`config.mk`:
```
export PLATFORM = sky130hd
export DESIGN_NAME = pcileech_sysctl
export DESIGN_NICKNAME = d
export VERILOG_FILES = /design/src/rtl/pcileech_sysctl.sv
export SDC_FILE = /design/constraint.sdc
export NUM_CORES = 1
export LEC_CHECK = 0
export ABC_CLOCK_PERIOD_IN_PS = 2800
export CAP_MARGIN = 25
export CORE_MARGIN = 10
export CORE_UTILIZATION = 25
export CTS_CLUSTER_SIZE = 8
export DETAILED_ROUTE_END_ITERATION = 8
export HOLD_SLACK_MARGIN = 0.08
export PLACE_DENSITY = 0.45
export SETUP_SLACK_MARGIN = 0.05
export SLEW_MARGIN = 20
export SYNTH_ARGS = -nofsm -noshare
export SYNTH_HDL_FRONTEND = slang
export SYNTH_SLANG_ARGS = --single-unit
```
`constraint.sdc`:
```
create_clock -name clk -period 2.8 [get_ports clk]
set_input_delay 0.56 -clock clk [delete_from_list [all_inputs] [get_ports clk]]
set_output_delay 0.56 -clock clk [all_outputs]
set_load 0.05 [all_outputs]
```
`src/rtl/pcileech_sysctl.sv`:
```
// pcileech_sysctl: board-level system control block -- reset stretcher, button
// synchroniser/debouncer, free-running 64-bit tick counter and N-channel LED driver.
module pcileech_sysctl #(
    parameter int unsigned              PARAM_NUM_BTN       = 2,
    parameter int unsigned              PARAM_NUM_LED       = 3,
    parameter int unsigned              PARAM_RST_HOLD      = 64,
    parameter logic [PARAM_NUM_BTN-1:0] PARAM_BTN_RST_MASK  = PARAM_NUM_BTN'(2'b10),
    parameter int unsigned              PARAM_DEBOUNCE      = 1000000,
    parameter int unsigned              PARAM_STRETCH       = 4194304,
    parameter int unsigned              PARAM_HEARTBEAT_BIT = 26
) (
    input  logic                         clk,
    input  logic                         rst,
    input  logic [PARAM_NUM_BTN-1:0]     btn_raw,
    input  logic [PARAM_NUM_LED-1:0]     led_src,
    input  logic [2*PARAM_NUM_LED-1:0]   led_mode,
    input  logic                         led_invert,
    output logic [63:0]                  tickcount64,
    output logic                         rst_sys,
    output logic                         rst_ext_n,
    output logic [PARAM_NUM_BTN-1:0]     btn_db,
    output logic [PARAM_NUM_BTN-1:0]     btn_press,
    output logic [PARAM_NUM_LED-1:0]     led
);

    localparam int unsigned TICK_W = 64;
    localparam int unsigned DB_W   = (PARAM_DEBOUNCE > 1) ? $clog2(PARAM_DEBOUNCE) : 1;
    localparam int unsigned SC_W   = (PARAM_STRETCH  > 1) ? $clog2(PARAM_STRETCH)  : 1;
    localparam int unsigned HC_W   = (PARAM_RST_HOLD > 1) ? $clog2(PARAM_RST_HOLD) : 1;

    localparam logic [DB_W-1:0] DB_LAST = DB_W'(PARAM_DEBOUNCE - 1);
    localparam logic [SC_W-1:0] SC_LAST = SC_W'(PARAM_STRETCH - 1);
    localparam logic [HC_W-1:0] HC_LAST = HC_W'(PARAM_RST_HOLD - 1);
    localparam logic [5:0]      HB_IDX  = 6'(PARAM_HEARTBEAT_BIT);

    typedef enum logic {
        ST_HOLD = 1'b0,
        ST_RUN  = 1'b1
    } state_e;

    // ------------------------------------------------------------------
    // Free-running tick counter
    // ------------------------------------------------------------------
    logic [TICK_W-1:0] tick_q;
    logic [TICK_W-1:0] tick_d;

    always_comb begin
        tick_d = tick_q + TICK_W'(1);
    end

    always_ff @(posedge clk) begin
        if (rst) begin
            tick_q <= '0;
        end else begin
            tick_q <= tick_d;
        end
    end

    // ------------------------------------------------------------------
    // Button synchroniser and debouncer
    // ------------------------------------------------------------------
    logic [PARAM_NUM_BTN-1:0]           sync1_q;
    logic [PARAM_NUM_BTN-1:0]           sync2_q;
    logic [PARAM_NUM_BTN-1:0][DB_W-1:0] db_cnt_q;
    logic [PARAM_NUM_BTN-1:0][DB_W-1:0] db_cnt_d;
    logic [PARAM_NUM_BTN-1:0]           db_q;
    logic [PARAM_NUM_BTN-1:0]           db_d;
    logic [PARAM_NUM_BTN-1:0]           press_q;
    logic [PARAM_NUM_BTN-1:0]           press_d;

    // Any sample that agrees with the current debounced level restarts the count.
    always_comb begin
        db_d     = db_q;
        db_cnt_d = '0;
        for (int i = 0; i < int'(PARAM_NUM_BTN); i++) begin
            if (sync2_q[i] != db_q[i]) begin
                if (db_cnt_q[i] == DB_LAST) begin
                    db_d[i] = ~db_q[i];
                end else begin
                    db_cnt_d[i] = db_cnt_q[i] + DB_W'(1);
                end
            end
        end
        press_d = db_d & ~db_q;
    end

    always_ff @(posedge clk) begin
        if (rst) begin
            sync1_q  <= '0;
            sync2_q  <= '0;
            db_cnt_q <= '0;
            db_q     <= '0;
            press_q  <= '0;
        end else begin
            sync1_q  <= btn_raw;
            sync2_q  <= sync1_q;
            db_cnt_q <= db_cnt_d;
            db_q     <= db_d;
            press_q  <= press_d;
        end
    end

    // ------------------------------------------------------------------
    // Reset stretcher FSM
    // ------------------------------------------------------------------
    state_e           state_q;
    state_e           state_d;
    logic [HC_W-1:0]  hc_q;
    logic [HC_W-1:0]  hc_d;
    logic             rst_sys_q;
    logic             rst_ext_n_q;
    logic             btn_rst_c;

    always_comb begin
        btn_rst_c = |(db_q & PARAM_BTN_RST_MASK);
    end

    always_comb begin
        state_d = state_q;
        hc_d    = hc_q;
        case (state_q)
            ST_HOLD: begin
                if (btn_rst_c) begin
                    hc_d = '0;
                end else if (hc_q == HC_LAST) begin
                    state_d = ST_RUN;
                    hc_d    = '0;
                end else begin
                    hc_d = hc_q + HC_W'(1);
                end
            end
            ST_RUN: begin
                if (btn_rst_c) begin
                    state_d = ST_HOLD;
                    hc_d    = '0;
                end
            end
        endcase
    end

    // Outputs follow the next state so rst_sys drops on the same edge the FSM enters RUN.
    always_ff @(posedge clk) begin
        if (rst) begin
            state_q     <= ST_HOLD;
            hc_q        <= '0;
            rst_sys_q   <= 1'b1;
            rst_ext_n_q <= 1'b0;
        end else begin
            state_q     <= state_d;
            hc_q        <= hc_d;
            rst_sys_q   <= (state_d == ST_HOLD);
            rst_ext_n_q <= (state_d != ST_HOLD);
        end
    end

    // ------------------------------------------------------------------
    // LED channels
    // ------------------------------------------------------------------
    logic [PARAM_NUM_LED-1:0][SC_W-1:0] sc_q;
    logic [PARAM_NUM_LED-1:0][SC_W-1:0] sc_d;
    logic [PARAM_NUM_LED-1:0]           led_stretch_c;
    logic [PARAM_NUM_LED-1:0]           led_raw_c;
    logic [PARAM_NUM_LED-1:0]           led_q;
    logic [PARAM_NUM_LED-1:0]           led_d;
    logic                               hb_c;

    // The stretch counter runs regardless of mode so switching to stretch mode shows recent activity.
    always_comb begin
        hb_c          = tick_q[HB_IDX];
        sc_d          = sc_q;
        led_stretch_c = '0;
        led_raw_c     = '0;
        led_d         = '0;
        for (int i = 0; i < int'(PARAM_NUM_LED); i++) begin
            if (led_src[i]) begin
                sc_d[i] = SC_LAST;
            end else if (sc_q[i] != '0) begin
                sc_d[i] = sc_q[i] - SC_W'(1);
            end
            led_stretch_c[i] = led_src[i] | (sc_q[i] != '0);
            case (led_mode[2*i +: 2])
                2'b00:   led_raw_c[i] = 1'b0;
                2'b01:   led_raw_c[i] = led_src[i];
                2'b10:   led_raw_c[i] = led_stretch_c[i];
                default: led_raw_c[i] = hb_c ^ led_src[i];
            endcase
            led_d[i] = led_raw_c[i] ^ led_invert;
        end
    end

    always_ff @(posedge clk) begin
        if (rst) begin
            sc_q  <= '0;
            led_q <= '0;
        end else begin
            sc_q  <= sc_d;
            led_q <= led_d;
        end
    end

    assign tickcount64 = tick_q;
    assign rst_sys     = rst_sys_q;
    assign rst_ext_n   = rst_ext_n_q;
    assign btn_db      = db_q;
    assign btn_press   = press_q;
    assign led         = led_q;

endmodule

```
# Word-level counts from Yosys, hierarchy flattened
# Index checks and enable logic that the tools add are counted.
totals:
  regBits: 189
  latch_bits: 0
  ramBits: 0
  mem_bits_ro: 0
  inputBits: 14
  output_inout_bits: 73
  elab_cells: 82
  n_memories: 0
op_classes:
  addsub: 7
  n_mul: 0
  div: 0
  magnitude_cmp: 0
  eq_ne: 12
  n_shift: 0
  muxes: 21
  n_bitwise: 17
  reduce_logical: 11
op_table:
  columns: ["cell", "count"]
  rows:
  - ["$mux W22", 6]
  - ["$reduce_bool A22 Y1", 3]
  - ["$sub A22 B1 Y22 const B", 3]
  - ["$add A64 B1 Y64 const B", 1]
  - ["$add A20 B1 Y20 const B", 2]
  - ["$eq A20 B20 Y1 const B", 2]
  - ["$mux W6", 3]
  - ["$pmux W6 S2", 1]
  - ["$pmux W1 S3", 3]
  - ["$mux W1", 7]
  - ["$add A6 B1 Y6 const B", 1]
  - ["$eq A2 B1 Y1 const B", 3]
  - ["$eq A2 B2 Y1 const B", 3]
  - ["$eq A6 B6 Y1 const B", 1]
  - ["$logic_not A2 Y1", 3]
  - ["$not A1 Y1", 6]
  - ["$reduce_bool A2 Y1", 3]
  - ["$reduce_or A3 Y1", 2]
  - ["$xor A1 B1 Y1", 6]
  - ["$or A1 B1 Y1", 3]
  - ["$and A2 B2 Y2", 1]
  - ["$ne A1 B1 Y1", 2]
  - ["$ne A2 B2 Y1 const B", 1]
  - ["$not A2 Y2", 1]
  - ["$pmux W1 S2", 1]

# Longest topological paths before layout
logic_depth:
  depth_word: 5
  ltp_mapped: 9
  ltp_nobuf: 7

# Least setup slack after synthesis
# OpenSTA, ideal clock, no wires.
synth_timing:
  path_type: "reg-to-reg"
  startpoint: "reg tick_q[0], in the netlist tickcount64[0]"
  endpoint: "reg tick_q[42], in the netlist tickcount64[42]"
  setup_ps: 70
  arrival_ps: 2388
  setup_slack_ps: 341
  path_stages_with_launch: 7
  synth_period_minus_slack_ps: 2459
  path_cell_list: "dfxtp_1 ha_1 nand4_2 nor4_2 nand3_1 or4_1 a21oi_1"
synth_via:
  elab_chain_len: 1
synth_lines:
  columns: ["item", "line", "rtl"]
  rows:
  - ["from (decl)", "44", "logic [TICK_W-1:0] tick_q;"]
  - ["from (signal assigned)", "55", "tick_q <= tick_d;"]
  - ["$add A64 B1 Y64", "48", "tick_d = tick_q + TICK_W'(1);"]
# Every way passes these cells.
# A chain may end at the register's enable or synchronous reset.

# Worst setup path after layout
layout_timing:
  startpoint: "reg tick_q[0], in the netlist tickcount64[0]"
  endpoint: "reg tick_q[60], in the netlist tickcount64[60]"
# The elaborated chain is that of the path after synthesis.

==> impl_metrics.tcl <==
set metrics [dict create \
    status "complete, no violations" \
    ys_types 62 \
    route.detailed.drc 0 \
    hold_path_startpoint "sync1_q[0]" \
    path_cells "ha_1 > nand4_2 > nor4_1 > nand4_1 > or3_1 > a21oi_1" \
    first_global_vias 7533 \
    synth_seq_cells 189 \
    drive_gt1_frac 0.0657 \
    antenna_found_initial 0 \
    r2r-start "tickcount64[0]" \
    vdd_drop_max_mv 0.402 \
    arrival_ns 2.88 \
    critPathCaptureType "register" \
    hp-class "register to register" \
    synth_fp_nets 1081 \
    fp.dieH_um 210 \
    seq_power_share 0.494 \
    die_w_um 210 \
    p_clk_frac 0.431 \
    cts_buffers 17 \
    grt_max_degree 62 \
    synthToLayoutAreaGrowth_pct 23.0 \
    clock-sinks 189 \
    dp.cells 1585 \
    p_switching_uw 1480 \
    avgRoutedWirePerCell_um 15.0 \
    r2r_setup_slack_ns 0.29 \
    fin_util 0.312 \
    slowest_delay_ns 0.73 \
    synth_edf_count 0 \
    synth_ff_type "dfxtp_1" \
    yosys-top-cells-area "dfxtp_1 (42%), xor2_1 (5.5%), nor2_1 (5.3%)" \
    instances_no_fill 1617 \
    insertion_delay_ns 0.43 \
    diodes 0 \
    crit_fanout 7 \
    worstHoldPathCells 1 \
    power.internal_uw 4350 \
    setup-tns-final_ns 0 \
    coreArea_um2 35600 \
    synth_seq_area_share 0.420 \
    rows 69 \
    worstSetupEndpoint "tickcount64[60]" \
    place.gp.congestion 0.761 \
    path_clk_slew_ns 0.07 \
    ff2ff_path_depth 6 \
    die-area_um2 44000 \
    grt_use_total 0.109 \
    initialDrtViolationCount 362 \
    multiInputGateArea_um2 4960 \
    yosysMostFrequentCell "dfxtp_1" \
    wirelength_um 24300 \
    num_io_pins 87 \
    cellLeakagePower_uw 0.00357 \
    timing.critical_path.from "tickcount64[0]" \
    cts_tree "yes" \
    io_buffers 86 \
    drtPass1Iterations 5 \
    vias 7854 \
    startpoint_type "register" \
    synth.largest_area_cell "dfxtp_1" \
    r2r-end "tickcount64[60]" \
    period_share 0.898 \
    synth_top_area_share 0.420 \
    ctsHoldBuffers 0 \
    grt_pass1_wl_um 40100 \
    setup_viol 0 \
    synth.avg_cell_area_um2 8.50 \
    regArea_um2 3780 \
    syn-instance-count 1060 \
    skew_ns 0.0120 \
    cts_root_buf "clkbuf_16" \
    hold_violations 0 \
    fin_crit_ns 2.51 \
    comb_power_share 0.075 \
    fill_cells 3841 \
    yosysWarnings 0 \
    ys_async_sr_fraction 0 \
    slew_headroom 0.502 \
    cap_violations 0 \
    grt.overflow.total 0 \
    synth_commonest_cells "dfxtp_1 (189), nor2_1 (127), a21oi_1 (85), nand2_1 (59), xor2_1 (57)" \
    worst_pin_slew_ns 0.737 \
    final_nets 1164 \
    ant_nets 0 \
    synth_area_um2 9010 \
    criticalPathCategory "register to register" \
    start_util 0.253 \
    slew_viol_final 0 \
    p_per_area_nw_per_um2 527 \
    slowest_stage "nor4_1" \
    viasPerCell 4.86 \
    switching_share 0.254 \
    htreeDepth 4 \
    max_freq_mhz 398 \
    dp_hpwl_um 17100 \
    worstPathRequired_ns 3.17 \
    cts_buffer_depth 2 \
    rsz0062_at_grt "no" \
]
critical path, delay by kind of cell (launching register included):
kind                       cells  cell delay [ns]
AOI/OAI and AO/OA              1             0.14
DFF                            1             0.40
and+or+nand+nor                4             1.67
adders and majority gates      1             0.24
layout make-up:
cell class	instances	share of cell area
Timing Repair Buffer	111	0.0955
Inverter	26	0.00881
Multi-Input combinational cell	798	0.447
Tap cell	461	0.0520
Sequential cell	189	0.341
Clock buffer	19	0.0409
Clock inverter	13	0.0139
layer usage:
| metal | global-route usage | wire (um) | vias up |
|---|---|---|---|
| li1 | - | - | 4031 |
| met1 | 0.144 | 11900 | 3706 |
| met2 | 0.173 | 11100 | 100 |
| met3 | 0.0276 | 957 | 17 |
| met4 | 0.0300 | 342 | 0 |
| met5 | 0 | 0 | - |
flip-flops by register name (all words and copies together) (netlist names):
signal and count:
btn_press 2, sc_q 66, hc_q 6, tickcount64 64
rst_ext_n 1, db_cnt_q 40, led 3, sync1_q 2
rst_sys 1, sync2_q 2, btn_db 2
through the flow:
stage / hold WS (ns) / area (um2) / setup WS [ns] / power (uW)
2_1_floorplan: 0.414 / 9010 / 0.341 / 3240
3_3_place_gp: 0.417 / 10500 / 0.353 / 3380
3_5_place_dp: 0.429 / 10500 / 0.328 / 3390
4_1_cts: 0.436 / 11100 / 0.300 / 5950
5_1_grt: 0.455 / 11100 / 0.0609 / 6120
6_report: 0.431 / 11100 / 0.286 / 5830
power by group through the flow:
stage	logic [uW]	clock network, uW	registers (uW)
final	437	2510	2890
after global routing	496	2720	2900
after CTS	444	2630	2880
after detailed placement	442	0	2950
after global placement	438	0	2940
after floorplan	296	0	2940
cells by family (layout without fill, tap and decap cells):
| kind of cell | after synthesis | in the layout | synth area share |
|---|---|---|---|
| xor gates and xnor gates | 111 | 111 | 0.108 |
| and+or+nand+nor | 484 | 484 | 0.293 |
| muxes | 13 | 13 | 0.0149 |
| DFF | 189 | 189 | 0.420 |
| buffers and inverters | 73 | 169 | 0.0312 |
| adders and majority gates | 7 | 7 | 0.00972 |
| AOI/OAI and AO/OA | 183 | 183 | 0.123 |
what timing repair did:
item,4_1_cts,5_1_grt
buffers inserted,0,0
endpoints found under the setup margin,0,3
gates resized for setup,0,2
placed cells by master, fill, tap and decap left out, types with 5 or more instances in the layout:
master	netlist	routed
nor3_1	37	37
clkdlybuf4s50_1	0	85
nor4_1	44	44
or3_1	21	21
or4_1	20	20
o211ai_1	7	7
nand3_1	50	49
and4_1	22	22
dfxtp_1	189	189
nand2_1	59	59
nor2_1	127	127
ha_1	7	7
clkbuf_16	0	17
buf_4	0	25
mux2i_1	10	10
a211oi_1	10	10
a31oi_1	12	12
inv_1	25	25
o31ai_1	9	9
xor2_1	57	57
xnor2_1	54	54
and3_1	15	15
a311oi_1	6	6
nand4b_1	5	5
nor2b_1	12	12
o21ai_0	28	28
and2_1	8	8
a21oi_1	85	85
nand4_1	37	37
o21a_1	5	5
worst min-delay path by stage:
stage | to | slack (ns)
2_1_floorplan | sync2_q[0] | 0.41
3_3_place_gp | sync2_q[0] | 0.42
3_5_place_dp | sync2_q[0] | 0.43
4_1_cts | sync2_q[0] | 0.44
5_1_grt | sync2_q[0] | 0.46
6_report | sync2_q[0] | 0.43
Power figures use the tool's default switching activity.
